[src/rtl/sseg_scan_ctrl_pkg.sv]
// Shared constants for the seven-segment scan controller: active-low hex
// glyph table (dp bit held off) and the idle values of the segment/anode buses.
package sseg_pkg;

  // Entry n is the glyph for nibble n, {dp,g,f,e,d,c,b,a}, active-low.
  localparam logic [15:0][7:0] HEX_SSEG = {
    8'h8E, 8'h86, 8'hA1, 8'hC6, 8'h83, 8'h88, 8'h90, 8'h80,
    8'hF8, 8'h82, 8'h92, 8'h99, 8'hB0, 8'hA4, 8'hF9, 8'hC0
  };

  localparam logic [7:0] SSEG_BLANK = 8'hFF;
  localparam logic [7:0] AN_OFF     = 8'hFF;

  function automatic logic [7:0] hex_decode(input logic [3:0] nib);
    return HEX_SSEG[nib];
  endfunction

endpackage

[src/rtl/sseg_scan_ctrl_if.sv]
// Display-side bundle: digit/dp/brightness inputs from the scroller and the
// multiplexed pin outputs.
interface sseg_scan_ctrl_if;
  logic [31:0] digits;
  logic [7:0]  dp_in;
  logic        lz_en;
  logic [3:0]  bright;
  logic [7:0]  an;
  logic [7:0]  sseg;
  logic        frame_tick;

  modport master (
    output digits, dp_in, lz_en, bright,
    input  an, sseg, frame_tick
  );

  modport slave (
    input  digits, dp_in, lz_en, bright,
    output an, sseg, frame_tick
  );
endinterface

[src/rtl/sseg_scan_ctrl_lz_blank_mask.sv]
// Leading-zero mask: bit k set when digit k and every digit above it are zero.
// Digit 0 is never masked so a zero value still shows a single "0".
module lz_blank_mask (
    input  logic [31:0] digits_i,
    output logic [7:0]  mask_o
);
    always_comb begin
        mask_o    = '0;
        mask_o[7] = (digits_i[31:28] == 4'h0);
        for (int k = 6; k >= 1; k--) begin
            mask_o[k] = mask_o[k+1] && (digits_i[4*k +: 4] == 4'h0);
        end
    end
endmodule

[src/rtl/sseg_scan_ctrl.sv]
// Eight-digit time-multiplexed seven-segment driver with frame-synchronous
// shadow registers, leading-zero blanking and 16-step PWM brightness.
module sseg_scan_ctrl
    import sseg_pkg::*;
#(
    parameter int SCAN_BITS = 17
) (
    input  logic             clk,
    input  logic             reset,
    sseg_scan_ctrl_if.slave  dsp
);

    logic [SCAN_BITS-1:0] pre_q, pre_d;
    logic [2:0]           idx_q, idx_d;
    logic [31:0]          sh_digits_q, sh_digits_d;
    logic [7:0]           sh_dp_q, sh_dp_d;
    logic                 sh_lz_q, sh_lz_d;
    logic [3:0]           sh_bright_q, sh_bright_d;
    logic [7:0]           an_q, an_d;
    logic [7:0]           sseg_q, sseg_d;
    logic                 tick_q, tick_d;

    logic       wrap, frame_end, blank, pwm_on;
    logic [3:0] phase, nib;
    logic [7:0] glyph, lz_mask;

    lz_blank_mask u_lz (
        .digits_i (sh_digits_q),
        .mask_o   (lz_mask)
    );

    assign wrap      = &pre_q;
    assign frame_end = wrap && (idx_q == 3'd7);
    assign phase     = pre_q[SCAN_BITS-1 -: 4];
    assign nib       = sh_digits_q[{idx_q, 2'b00} +: 4];
    assign glyph     = hex_decode(nib);
    assign blank     = sh_lz_q && lz_mask[idx_q];
    assign pwm_on    = (phase <= sh_bright_q);

    always_comb begin
        pre_d       = pre_q + 1'b1;
        idx_d       = idx_q;
        sh_digits_d = sh_digits_q;
        sh_dp_d     = sh_dp_q;
        sh_lz_d     = sh_lz_q;
        sh_bright_d = sh_bright_q;
        tick_d      = frame_end;
        if (wrap) idx_d = idx_q + 3'd1;
        // Latch the next frame's content only at the boundary so a scroll never tears.
        if (frame_end) begin
            sh_digits_d = dsp.digits;
            sh_dp_d     = dsp.dp_in;
            sh_lz_d     = dsp.lz_en;
            sh_bright_d = dsp.bright;
        end
        an_d   = pwm_on ? ~(8'b1 << idx_q) : AN_OFF;
        sseg_d = {~sh_dp_q[idx_q], blank ? 7'h7F : glyph[6:0]};
    end

    always_ff @(posedge clk) begin
        if (reset) begin
            pre_q       <= '0;
            idx_q       <= '0;
            sh_digits_q <= '0;
            sh_dp_q     <= '0;
            sh_lz_q     <= 1'b0;
            sh_bright_q <= '0;
            an_q        <= AN_OFF;
            sseg_q      <= SSEG_BLANK;
            tick_q      <= 1'b0;
        end else begin
            pre_q       <= pre_d;
            idx_q       <= idx_d;
            sh_digits_q <= sh_digits_d;
            sh_dp_q     <= sh_dp_d;
            sh_lz_q     <= sh_lz_d;
            sh_bright_q <= sh_bright_d;
            an_q        <= an_d;
            sseg_q      <= sseg_d;
            tick_q      <= tick_d;
        end
    end

    assign dsp.an         = an_q;
    assign dsp.sseg       = sseg_q;
    assign dsp.frame_tick = tick_q;

endmodule

[src/flat_wrapper.sv]
// flat-port wrapper written by rule: the top's interface ports become plain ports
module sseg_scan_ctrl_flat import sseg_pkg::*;
#(
    parameter int SCAN_BITS = 17
)
  (clk, reset, dsp_digits, dsp_dp_in, dsp_lz_en, dsp_bright, dsp_an, dsp_sseg, dsp_frame_tick);
  sseg_scan_ctrl_if dsp_i ();
  input  logic clk;
  input  logic reset;
  input wire logic [$bits(dsp_i.digits)-1:0] dsp_digits;
  input wire logic [$bits(dsp_i.dp_in)-1:0] dsp_dp_in;
  input wire logic [$bits(dsp_i.lz_en)-1:0] dsp_lz_en;
  input wire logic [$bits(dsp_i.bright)-1:0] dsp_bright;
  output wire logic [$bits(dsp_i.an)-1:0] dsp_an;
  output wire logic [$bits(dsp_i.sseg)-1:0] dsp_sseg;
  output wire logic [$bits(dsp_i.frame_tick)-1:0] dsp_frame_tick;
  assign dsp_i.digits = dsp_digits;
  assign dsp_i.dp_in = dsp_dp_in;
  assign dsp_i.lz_en = dsp_lz_en;
  assign dsp_i.bright = dsp_bright;
  assign dsp_an = dsp_i.an;
  assign dsp_sseg = dsp_i.sseg;
  assign dsp_frame_tick = dsp_i.frame_tick;
  sseg_scan_ctrl #(.SCAN_BITS(SCAN_BITS)) u_core (.clk(clk), .reset(reset), .dsp(dsp_i));
endmodule
[config.mk]
export PLATFORM = sky130hd
export DESIGN_NAME = sseg_scan_ctrl_flat
export DESIGN_NICKNAME = d
export VERILOG_FILES = /design/src/rtl/sseg_scan_ctrl_pkg.sv /design/src/rtl/sseg_scan_ctrl_if.sv /design/src/rtl/sseg_scan_ctrl_lz_blank_mask.sv /design/src/rtl/sseg_scan_ctrl.sv /design/src/flat_wrapper.sv
export SDC_FILE = /design/constraint.sdc
export NUM_CORES = 1
export LEC_CHECK = 0
export BUFFER_PORTS_ARGS = -buffer_cell sky130_fd_sc_hd__buf_2
export CORE_MARGIN = 2
export CORE_UTILIZATION = 45
export CTS_BUF_LIST = sky130_fd_sc_hd__clkbuf_8
export DETAILED_ROUTE_END_ITERATION = 10
export GPL_ROUTABILITY_DRIVEN = 0
export MAX_ROUTING_LAYER = met4
export PLACE_DENSITY = 0.69
export SYNTH_ARGS = -nofsm -noshare
export SYNTH_HDL_FRONTEND = slang
export SYNTH_HIERARCHICAL = 1
export SYNTH_SLANG_ARGS = --single-unit
[constraint.sdc]
create_clock -name clk -period 2.4 [get_ports clk]
set_clock_uncertainty 0.15 [all_clocks]
set_input_delay 0.36 -clock clk [delete_from_list [all_inputs] [get_ports clk]]
set_output_delay 0.36 -clock clk [all_outputs]
set_load 0.03 [all_outputs]
==> impl_metrics.env <==
export IMPL_critical_path_required_ps=2470
export IMPL_p_per_area_nw_per_um2=562
export IMPL_drtPass1Iterations=4
export IMPL_critPathKind="register to register"
export IMPL_netlist_area_leader_share_pct=43.8
export IMPL_tightest_slew_ps=544
export IMPL_synth_warnings=6
export IMPL_core_region_area_sq_um=8130
export IMPL_min_period_over_period_pct=93.9
export IMPL_syn_cell_area_sq_um=3750
export IMPL_start_util_pct=46.1
export IMPL_die_w_um=95.3
export IMPL_peakVddDrop_mv=0.291
export IMPL_status="finished, final reports clean"
export IMPL_grt_pass1_vias=2839
export IMPL_hold_viol_final=0
export IMPL_syn_inst=420
export IMPL_synth_area_leader_cell="dfxtp_1"
export IMPL_grt_pass1_wl_um=13000
export IMPL_ys_ff_latch=82
export IMPL_cts_buffers=9
export IMPL_drt_iter0_drc=136
export IMPL_final_util_pct=53.6
export IMPL_wire_per_inst_um=13.3
export IMPL_grt_max_degree=56
export IMPL_routed_wl_um=7850
export IMPL_grt_overflow=0
export IMPL_cts_path_max_buffers=2
export IMPL_setup_viol=0
export IMPL_hold_depth=3
export IMPL_hold_class="input port to register"
export IMPL_post_synth_top_count_cell="nand2_1"
export IMPL_die_area_sq_um=9080
export IMPL_async_reset_ff_share_pct=0
export IMPL_place_hpwl_um=5720
export IMPL_synth_flop_cell="dfxtp_1"
export IMPL_clock_latency_ps=350
export IMPL_dpl_cell_area_sq_um=4150
export IMPL_nets=548
export IMPL_finalSetupTns_ps=0
export IMPL_rows=33
export IMPL_grt_total_usage_pct=19.3
export IMPL_path_max_fanout=6
export IMPL_leakagePower_nw=1.67
export IMPL_num_vias=3047
export IMPL_fillers=764
export IMPL_slew_viol_final=0
export IMPL_antenna_found_initial=0
export IMPL_whs_ps=85.2
export IMPL_fmax_ghz=0.444
export IMPL_critical_path_arrival_ps=2320
export IMPL_tritoncts="built"
export IMPL_portBuffers=63
export IMPL_io_pins=64
export IMPL_die_h_um=95.3
export IMPL_cts_root_buf="clkbuf_8"
export IMPL_synthTopCellsByCount="nand2_1 (110), dfxtp_1 (82), a21oi_1 (49), nor2_1 (22), ha_1 (17)"
export IMPL_synth_edf_count=0
export IMPL_antennaDiodeCount=0
export IMPL_via_per_inst=5.15
export IMPL_rsz0062_at_grt="no"
export IMPL_dp_slack_ps=46.5
export IMPL_multiInputGateArea_sq_um=1910
export IMPL_htree_levels=3
export IMPL_yosysSeqAreaShare_pct=43.8
export IMPL_r2r_cells=8
export IMPL_final_antenna_net_count=0
export IMPL_synth_area_leaders="dfxtp_1 (44%), nand2_1 (11%), a21oi_1 (6.5%), mux4_2 (6.0%), ha_1 (5.7%)"
export IMPL_drv_cap=0
export IMPL_cts_sinks=82
export IMPL_slew_headroom_pct=63.8
export IMPL_layout_min_cycle_time_ps=2250
export IMPL_cp_end_kind="register"
export IMPL_synth_fp_nets=484
export IMPL_crit_path_start_kind="register"
export IMPL_drt_drc_violations_left=0
export IMPL_yosysUniqueCellTypes=53
export IMPL_clk_pin_slew_ps=80
export IMPL_ctsHoldBuffers=0
export IMPL_syn_avg_cell_area_sq_um=8.93
export IMPL_setup_ws_ps=147
export IMPL_regArea_sq_um=1640
export IMPL_drive_above_1_share_pct=23.8
export IMPL_design_area_sq_um=4360
export IMPL_area_delta_synth_final_pct=16.3
kinds of logic after synthesis:
| family | Yosys count | synth area share (%) |
|---|---|---|
| compound gates | 69 | 10.9 |
| xor+xnor | 13 | 3.04 |
| fa+ha+maj | 17 | 5.67 |
| buf+inv | 38 | 5.34 |
| flops | 82 | 43.8 |
| mux | 21 | 9.38 |
| other cells | 1 | 0.100 |
| simple gates | 179 | 21.8 |
sequential cells by signal (all words and copies together) (netlist names):
register               count
u_core/dsp.sseg            8
u_core/dsp.frame_tick      1
u_core/dsp.an              8
u_core/sh_bright_q         4
u_core/pre_q              17
u_core/sh_dp_q             8
u_core/idx_q               3
u_core/sh_digits_q        32
u_core/sh_lz_q             1
power by group:
group          switching [mW]  internal (mW)  total [mW]
Sequential            0.00451           1.37        1.37
Clock                   0.461          0.522       0.984
Combinational          0.0530         0.0414      0.0944
Total                   0.519           1.93        2.45
cells in the final DEF, fill, tap and decap left out, types with 9 or more instances in the layout:
cell type / instances
nand4_1: 11
mux4_2: 10
nand2_1: 110
xor2_1: 9
buf_4: 13
inv_1: 13
a21oi_1: 49
clkbuf_8: 11
ha_1: 17
dfxtp_1: 80
buf_2: 63
nor2_1: 22
per-stage QoR:
step | cells | power, mW
finish | 592 | 2.45
global route | 592 | 2.54
CTS | 590 | 2.48
detailed placement | 576 | 1.50
global placement | 576 | 1.50
floorplan | 420 | 1.45
metal layers:
metal / GRT usage, % / vias up / part of all wire (%)
met2: 30.7 / 68 / 48
met3: 3.00 / 12 / 4.8
met4: 9.42 / 0 / 2.1
met5: - / - / 0
li1: - / 1558 / -
met1: 23.9 / 1409 / 45
critical path: stages, from the launching register on:
cell and delay (ps):
dfxtp_2 410, buf_4 180, mux4_2 500, nand2_1 90
nand2_1 140, inv_1 140, ha_1 260, a21oi_1 130
o221ai_1 120
area by class of cell:
type / count / share of cell area (%)
Multi-Input combinational cell: 300 / 43.7
Timing Repair Buffer: 77 / 9.93
Clock buffer: 11 / 3.47
Sequential cell: 82 / 37.7
Tap cell: 105 / 3.01
Inverter: 14 / 1.21
Clock inverter: 3 / 0.947
worst paths after layout:
check | slack [ps] | end | from
max | 150 | u_core/dsp.sseg[1] | u_core/idx_q[0]
min | 90 | u_core/sh_digits_q[4] | dsp_digits[4]
max reg2reg | 150 | u_core/dsp.sseg[1] | u_core/idx_q[0]
min reg2reg | 300 | u_core/pre_q[0] | u_core/pre_q[0]
repair_timing:
item                       CTS  global route
setup endpoints to repair    0             7
buffers inserted             0             2
hold endpoints to repair     0             0
gates resized for setup      0             2
Note: power is estimated with default switching activity, not from simulation.
